<file path="config.mk">
export PLATFORM = sky130hd
export DESIGN_NAME = seg7_mux_driver
export DESIGN_NICKNAME = d
export VERILOG_FILES = /design/src/rtl/seg7_pkg.sv /design/src/rtl/seg7_decode.sv /design/src/rtl/seg7_mux_driver.sv
export SDC_FILE = /design/constraint.sdc
export NUM_CORES = 1
export LEC_CHECK = 0
export BUFFER_PORTS_ARGS = -buffer_cell sky130_fd_sc_hd__buf_2
export CELL_PAD_IN_SITES_DETAIL_PLACEMENT = 0
export CELL_PAD_IN_SITES_GLOBAL_PLACEMENT = 1
export CORE_MARGIN = 5
export CORE_UTILIZATION = 43
export DETAILED_ROUTE_END_ITERATION = 10
export PLACE_DENSITY_LB_ADDON = 0.2
export SLEW_MARGIN = 30
export SYNTH_ARGS = -nofsm -noshare
export SYNTH_HDL_FRONTEND = slang
export SYNTH_SLANG_ARGS = --single-unit
export TNS_END_PERCENT = 20
</file>
<file path="constraint.sdc">
create_clock -name clk -period 2.9 [get_ports clk]
set_clock_uncertainty 0.1 [all_clocks]
set_input_delay 0.29 -clock clk [delete_from_list [all_inputs] [get_ports clk]]
set_output_delay 0.29 -clock clk [all_outputs]
set_load 0.01 [all_outputs]
</file>
<file path="src/rtl/seg7_pkg.sv">
// Seven-segment glyph constants and the nibble-to-glyph lookup shared by the
// scan driver and its decoder. Bit order: 6=middle .. 0=top.
package seg7_pkg;

  localparam logic [6:0] SEG_BLANK = 7'b0000000;
  localparam logic [6:0] SEG_0 = 7'b0111111;
  localparam logic [6:0] SEG_1 = 7'b0000110;
  localparam logic [6:0] SEG_2 = 7'b1011011;
  localparam logic [6:0] SEG_3 = 7'b1001111;
  localparam logic [6:0] SEG_4 = 7'b1100110;
  localparam logic [6:0] SEG_5 = 7'b1101101;
  localparam logic [6:0] SEG_6 = 7'b1111101;
  localparam logic [6:0] SEG_7 = 7'b0000111;
  localparam logic [6:0] SEG_8 = 7'b1111111;
  localparam logic [6:0] SEG_9 = 7'b1101111;
  localparam logic [6:0] SEG_A = 7'b1110111;
  localparam logic [6:0] SEG_B = 7'b1111100;
  localparam logic [6:0] SEG_C = 7'b0111001;
  localparam logic [6:0] SEG_D = 7'b1011110;
  localparam logic [6:0] SEG_E = 7'b1111001;
  localparam logic [6:0] SEG_F = 7'b1110001;

  // Nibbles 10..15 fall back to blank when hex display is disabled.
  function automatic logic [6:0] seg7_glyph(input logic [3:0] nibble, input logic hex_en);
    logic [6:0] g;
    case (nibble)
      4'h0: g = SEG_0;
      4'h1: g = SEG_1;
      4'h2: g = SEG_2;
      4'h3: g = SEG_3;
      4'h4: g = SEG_4;
      4'h5: g = SEG_5;
      4'h6: g = SEG_6;
      4'h7: g = SEG_7;
      4'h8: g = SEG_8;
      4'h9: g = SEG_9;
      4'hA: g = hex_en ? SEG_A : SEG_BLANK;
      4'hB: g = hex_en ? SEG_B : SEG_BLANK;
      4'hC: g = hex_en ? SEG_C : SEG_BLANK;
      4'hD: g = hex_en ? SEG_D : SEG_BLANK;
      4'hE: g = hex_en ? SEG_E : SEG_BLANK;
      default: g = hex_en ? SEG_F : SEG_BLANK;
    endcase
    return g;
  endfunction

endpackage

</file>
<file path="src/rtl/seg7_decode.sv">
// Combinational nibble-to-glyph decoder for the currently scanned digit.
module seg7_decode
  import seg7_pkg::*;
#(
  parameter int HEX_EN = 1
) (
  input  logic [3:0] nibble,
  output logic [6:0] glyph
);

  localparam logic HEX = (HEX_EN != 0);

  // Pure lookup; no state.
  always_comb begin
    glyph = seg7_glyph(nibble, HEX);
  end

endmodule

</file>
<file path="src/rtl/seg7_mux_driver.sv">
// Time-multiplexed common-cathode seven-segment driver: prescaled digit scan,
// double-buffered display value, blank slot between digits, leading-zero
// blanking and per-digit decimal points. All outputs are registered.
module seg7_mux_driver
  import seg7_pkg::*;
#(
  parameter int DIGITS      = 4,
  parameter int REFRESH_DIV = 1000,
  parameter int HEX_EN      = 1
) (
  input  logic                  clk,
  input  logic                  rst,
  input  logic [4*DIGITS-1:0]   value,
  input  logic                  load,
  input  logic [DIGITS-1:0]     dp_in,
  input  logic                  blank_lz,
  output logic [6:0]            segments,
  output logic                  dp,
  output logic [DIGITS-1:0]     digit_en,
  output logic                  frame_done
);

  localparam int PW = $clog2(REFRESH_DIV);
  localparam int IW = (DIGITS > 1) ? $clog2(DIGITS) : 1;
  localparam int VW = 4 * DIGITS;
  localparam logic [PW-1:0] PRE_LAST = PW'(REFRESH_DIV - 1);
  localparam logic [IW-1:0] IDX_LAST = IW'(DIGITS - 1);

  logic [PW-1:0]     pre_q, pre_d;
  logic [IW-1:0]     idx_q, idx_d;
  logic [VW-1:0]     pend_val_q, pend_val_d;
  logic [DIGITS-1:0] pend_dp_q, pend_dp_d;
  logic [VW-1:0]     act_val_q, act_val_d;
  logic [DIGITS-1:0] act_dp_q, act_dp_d;
  logic [6:0]        segments_q, segments_d;
  logic              dp_q, dp_d;
  logic [DIGITS-1:0] digit_en_q, digit_en_d;
  logic              frame_done_q, frame_done_d;

  logic              pre_wrap, frame_wrap;
  logic [3:0]        sel_nib;
  logic              sel_dp;
  logic              lz_blank;
  logic              nz_seen;
  logic [DIGITS-1:0] en_onehot;
  logic              slot_blank;
  logic [6:0]        glyph;

  seg7_decode #(.HEX_EN(HEX_EN)) u_decode (
    .nibble (sel_nib),
    .glyph  (glyph)
  );

  // Scan counters and double buffer; active only swaps at the frame boundary
  // so a frame is never torn, and a load on that very cycle goes straight in.
  always_comb begin
    pre_wrap   = (pre_q == PRE_LAST);
    frame_wrap = pre_wrap && (idx_q == IDX_LAST);
    pre_d      = pre_wrap ? '0 : pre_q + PW'(1);
    idx_d      = idx_q;
    if (pre_wrap) idx_d = (idx_q == IDX_LAST) ? '0 : idx_q + IW'(1);
    pend_val_d = load ? value : pend_val_q;
    pend_dp_d  = load ? dp_in : pend_dp_q;
    act_val_d  = frame_wrap ? pend_val_d : act_val_q;
    act_dp_d   = frame_wrap ? pend_dp_d  : act_dp_q;
  end

  // Select the scanned digit; walk from the top digit down so nz_seen tells
  // whether any digit at or above k is non-zero (leading-zero test).
  always_comb begin
    sel_nib   = '0;
    sel_dp    = 1'b0;
    lz_blank  = 1'b0;
    nz_seen   = 1'b0;
    en_onehot = '0;
    for (int k = DIGITS - 1; k >= 0; k--) begin
      nz_seen = nz_seen | (act_val_q[4*k +: 4] != 4'h0);
      en_onehot[k] = (idx_q == IW'(k));
      if (idx_q == IW'(k)) begin
        sel_nib  = act_val_q[4*k +: 4];
        sel_dp   = act_dp_q[k];
        lz_blank = blank_lz && !nz_seen && (k != 0);
      end
    end
  end

  // Output stage: the first cycle of every slot is dark to avoid ghosting.
  always_comb begin
    slot_blank   = (pre_q == '0);
    digit_en_d   = slot_blank ? '0 : en_onehot;
    segments_d   = (slot_blank || lz_blank) ? SEG_BLANK : glyph;
    dp_d         = !slot_blank && sel_dp;
    frame_done_d = frame_wrap;
  end

  // State and output registers; reset discards any pending load.
  always_ff @(posedge clk) begin
    if (rst) begin
      pre_q        <= '0;
      idx_q        <= '0;
      pend_val_q   <= '0;
      pend_dp_q    <= '0;
      act_val_q    <= '0;
      act_dp_q     <= '0;
      segments_q   <= '0;
      dp_q         <= 1'b0;
      digit_en_q   <= '0;
      frame_done_q <= 1'b0;
    end else begin
      pre_q        <= pre_d;
      idx_q        <= idx_d;
      pend_val_q   <= pend_val_d;
      pend_dp_q    <= pend_dp_d;
      act_val_q    <= act_val_d;
      act_dp_q     <= act_dp_d;
      segments_q   <= segments_d;
      dp_q         <= dp_d;
      digit_en_q   <= digit_en_d;
      frame_done_q <= frame_done_d;
    end
  end

  assign segments   = segments_q;
  assign dp         = dp_q;
  assign digit_en   = digit_en_q;
  assign frame_done = frame_done_q;

endmodule

</file>
Word level (Yosys, flattened, before mapping). Memories as Yosys holds them, arrays and structs flattened. A register that Yosys moved wholly into a read port is not among the register bits. Index checks and enable logic that the tools add are counted.

Bits in registers: 58. ROM bits: 112. Input port bits: 24. Output and inout port bits: 13. Logic and storage cells: 51. Memories: 1.

Memories: (name not given) (words 16, width 7, read ports 1, clocked after memory_dff 1, wr ports 0, RTL line seg7_pkg.sv:26) `case (nibble)`.

Add/subtract/negate cells: 2. Equality and inequality tests: 4. Multiplexer cells: 15. Bitwise operators: 2. Reduce and logical (&&, ||, !) cells: 18.

Operator list (count): 4-bit two-way mux (5); 16-bit two-way mux (1); 4-bit nonzero test (3); 10-bit by 1-bit adder with 10-bit output, second input constant (1); 10-bit equality test, second input constant (1); 10-bit logical NOT (1); 1-bit two-way mux (8); 2-bit OR reduction (3); 1-bit logical AND (5); 2-bit equality test, second input constant (2); 1-bit logical NOT (4); 2-bit by 1-bit adder with 2-bit output, second input constant (1); 2-bit by 1-bit equality test with 1-bit output, second input constant (1); 2-bit logical NOT (1); 2-bit two-way mux (1); 1-bit bitwise OR (2); 1-bit logical OR (1).

Longest topological paths before layout.
Depth after elaboration: 9. Mapped depth: 10. Mapped depth without buffers: 9.

Cells and area by module. A second synthesis with hierarchy kept.

Cell total of the unflattened synthesis: 288. Area, all modules: 2961.6 um2.

By module, submodules not included: seg7_mux_driver (instances 1, cells an instance 255, area an instance 2671.3 um2, sequential area each 1301.2 um2); seg7_decode (instances 1, cells an instance 33, area an instance 290.3 um2, sequential area each 0.0 um2).

Least setup slack after synthesis. No wires, ideal clock.

Path type: register to register. Start point: register idx_q[0]. End point: register segments_q[4], in the netlist segments[4]. Library setup time: 86 ps. Arrival time: 2165 ps. Required time: 2714 ps. Path slack: 550 ps. Stages on the path, launching flop included: 10. Path buffers: 1. Clock period less this slack: 2350 ps. Cells stage by stage: dfxtp_1 inv_1 ha_1 clkbuf_2 nand3b_1 a221oi_1 inv_1 ha_1 nor3b_1 a211oi_1.

Elaborated cells between the ends (all ways): 14. Those cells by class: eq/ne (3); mux (8); reduce/logical (3).

RTL lines: start: declaration (RTL line seg7_mux_driver.sv:30) `logic [IW-1:0] idx_q, idx_d;`; start signal: assignment (RTL line seg7_mux_driver.sv:111) `idx_q <= idx_d;`; 2-bit equality test (*); via en_onehot[2] (RTL line seg7_mux_driver.sv:45) `logic [DIGITS-1:0] en_onehot;`; 1-bit two-way mux (3 in a row) (RTL line seg7_mux_driver.sv:79) `if (idx_q == IW'(k)) begin`; 1-bit logical OR (RTL line seg7_mux_driver.sv:91) `segments_d = (slot_blank || lz_blank) ? SEG_BLANK : glyph;`; 2-bit OR reduction (no source line); end: declaration (RTL line seg7_mux_driver.sv:35) `logic [6:0] segments_q, segments_d;`.

The timed path passes the listed nets; every way through them passes the cells marked *. A chain may end at the register's enable or synchronous reset.

Final worst setup path.
Start point: register idx_q[0]. End point: register segments_q[0], in the netlist segments[0].

Elaborated cells between the ends (all ways): 14. Those cells by class: eq/ne (3); mux (8); reduce/logical (3).

RTL lines (RTL line): 2-bit logical NOT (*); via en_onehot[0] (seg7_mux_driver.sv:45); 1-bit two-way mux (seg7_mux_driver.sv:79); 1-bit logical OR (seg7_mux_driver.sv:91); 2-bit OR reduction (no source line).

Marked as above.

==> results.md <==
- Run status: finished clean
- Antenna fix cells: 0
- Vias: 2049
- 1st-iter DRT viols: 90
- Crit path max fanout: 16
- Max Slew Vio Count: 0
- Critical path data required time: 3.07 ns
- Gr usage total: 14.1%
- Nets: 364
- Cell Area, Synth: 0.00277 mm^2
- RSZ-0062 raised after global routing: false
- Vias per std cell: 5.01
- CP endpoint kind: register
- Register area share after synthesis: 47.0%
- Longest Clk Path Bufs: 2
- Mux share of post-synthesis cell area: 7.23%
- RePlAce Congestion: 0.779
- Die W: 90.3 um
- Post-route DRC: 0
- Largest net degree at the start of global routing: 28
- Total Neg Setup Slack: 0 ns
- Syn Nets: 329
- Critical Path AT: 2.65 ns
- Min Tclk post-route: 2.48 ns
- Largest family of logic cells by synthesized area: simple AND/OR/NAND/NOR gates
- Yosys reg bits: 65
- WHS Endpoint: pend_val_q[14]
- P per Cell Area: 616 mW/mm^2
- Fin. Hold Viols: 0
- Post-synthesis xor/xnor area fraction: 2.85%
- CTS Root Cell: clkbuf_8
- Routed WL: 5450 um
- Area Growth Syn to Fin: 16.8%
- Final WS setup: 0.420 ns
- Post-DP HPWL: 3870 um
- Fmax: 0.403 GHz
- Post-CTS resize count: 0
- Final setup viols: 0
- Initial Util: 43.9%
- First-pass GRT wire length: 9320 um
- Clock transition at path regs: 0.07 ns
- Worst slew margin: 56.0%
- Synth Area in Adders: 5.87%
- Antenna violations before repair: 0
- Crit path kind: reg -> reg
- Die Y: 90.3 um
- Reg2reg start: idx_q[0]
- CP Launch Type: register
- Cell Rows: 29
- Placeable Area: 0.00631 mm^2
- Share of cells above drive strength 1: 19.6%
- # hold bufs at CTS: 0
- Routed WL per cell: 13.3 um
- FF-to-FF setup slack: 0.42 ns
- DIE AREA: 0.00815 mm^2
- Worst R2R Path Depth: 8
- Mean Syn Cell Area: 9.49 um^2
- Post-DRT Antenna Nets: 0
- TritonRoute pass-1 iters: 4
- P_leak: 1.34 nW
- GRT overflow: 0
- Gate Count Post-Synth: 292
- Worst Hold Launch: value[14]
- Most used DFF post-synth: dfxtp_1
- Ports: 37
- TritonCTS clock tree: done
- Synth Warn #: 0
- Hold Path Class: in -> reg
- Maxcap violations: 0
- Vias in the first global route: 1950
- Worst-Skew Late Latency: 0.33 ns
- Num CTS Buffers: 9
- Period utilization: 85.5%
- Hold Crit Depth: 3
- FF-to-FF End: segments[0]
- Pre-CTS setup slack: 0.437 ns
- Synth unique cells: 46
- CTS sink count: 65
- Port bufs: 36
- Compound-Gate Fraction of Synth Area: 13.2%
- Simple-gate share of the synthesized area: 18.9%
- Worst Tran Pin Value: 0.661 ns
- EDFF count, synth: 0
- Pwr Total: 0.00199 W
- CTS H-Tree Depth: 3
- Peak VDD IR: 324 uV
- Post-synth ARST share: 0%
- Setup Buffers After CTS: 0
[registers in the layout (all words and copies together) (netlist names)]
register / flops
pend_val_q: 16
pend_dp_q: 4
act_val_q: 16
digit_en: 4
dp: 1
segments: 7
pre_q: 10
act_dp_q: 4
frame_done: 1
idx_q: 2
[critical path, stage by stage (launching register included)]
cell	delay [ns]
dfxtp_1	0.33
inv_1	0.11
ha_1	0.49
a211oi_1	0.12
a221oi_2	0.48
inv_1	0.18
ha_1	0.26
o221a_2	0.28
nor2_1	0.07
[Yosys cell counts (2+ instances only)]
cell type / number / share of area, %
a211oi_1: 8 / 2.2
a21oi_1: 10 / 1.8
buf_2: 6 / 1.1
dfxtp_1: 65 / 47
nor2_1: 37 / 5.0
nor3b_1: 5 / 1.4
a311oi_1: 2 / 0.63
nor3_1: 3 / 0.54
nand3b_1: 6 / 1.6
or3_1: 3 / 0.68
nor2b_1: 2 / 0.45
o21ai_1: 18 / 3.3
a211o_1: 2 / 0.63
nand3_1: 2 / 0.36
clkbuf_1: 5 / 0.68
ha_1: 13 / 5.9
o21ai_2: 2 / 0.63
xor2_1: 3 / 0.95
buf_6: 3 / 1.2
inv_1: 11 / 1.5
nand2_1: 29 / 3.9
mux2i_1: 20 / 7.2
xnor2_1: 6 / 1.9
o21ai_0: 3 / 0.54
and2_1: 7 / 1.6
[power by group]
part           switching (W)  total (W)  internal (W)
Combinational      0.0000607   0.000107     0.0000463
Clock               0.000334   0.000955      0.000620
Sequential        0.00000903   0.000932      0.000923
[how the worst max path moves through the flow]
stage	startpoint	end	slack, ns
finish	idx_q[0]	segments[0]	0.42
global route	idx_q[0]	segments[0]	0.20
CTS	idx_q[0]	segments[0]	0.41
detailed placement	idx_q[0]	segments[3]	0.44
global placement	idx_q[0]	segments[3]	0.51
floorplan	idx_q[0]	segments[4]	0.55
[metal layers]
layer | vias to the layer above | track usage (%) | part of all wire (%)
li1 | 1070 | - | -
met1 | 936 | 18.0 | 46
met2 | 35 | 22.0 | 48
met3 | 8 | 4.00 | 4.2
met4 | 0 | 6.33 | 1.4
met5 | - | 0 | 0
[final cells by class]
class                           count  area (um^2)
Fill cell                         630         3080
Multi-Input combinational cell    200         1330
Sequential cell                    65         1300
Timing Repair Buffer               40          210
Clock buffer                       12          155
Clock inverter                      4         98.8
Tap cell                           77         96.3
Inverter                           11         41.3
[cells in the final DEF, fill, tap and decap left out, types with 8 or more instances in the layout]
cell	n
nor2_1	37
nand2_1	29
o21ai_1	18
clkbuf_8	11
mux2i_1	20
a21oi_1	10
ha_1	13
a211oi_1	8
buf_2	36
dfxtp_1	65
inv_1	11
[stage by stage]
stage	cell area (um^2)	hold WS (ns)	std cells	util [%]
2_1_floorplan	2770	0.325	292	-
3_3_place_gp	2980	0.341	393	47.2
3_5_place_dp	2980	0.352	393	47.2
4_1_cts	3240	0.112	409	51.2
5_1_grt	3240	0.125	409	51.2
6_report	3240	0.122	409	51.2
[kinds of logic (layout without fill, tap and decap cells)]
kind of cell,Yosys count,after routing
AOI/OAI and AO/OA,54,54
adders and majority gates,13,13
DFF,65,65
muxes,20,20
and+or+nand+nor,104,104
xor gates and xnor gates,9,9
buffers and inverters,27,67
Power figures use the tool's default switching activity.
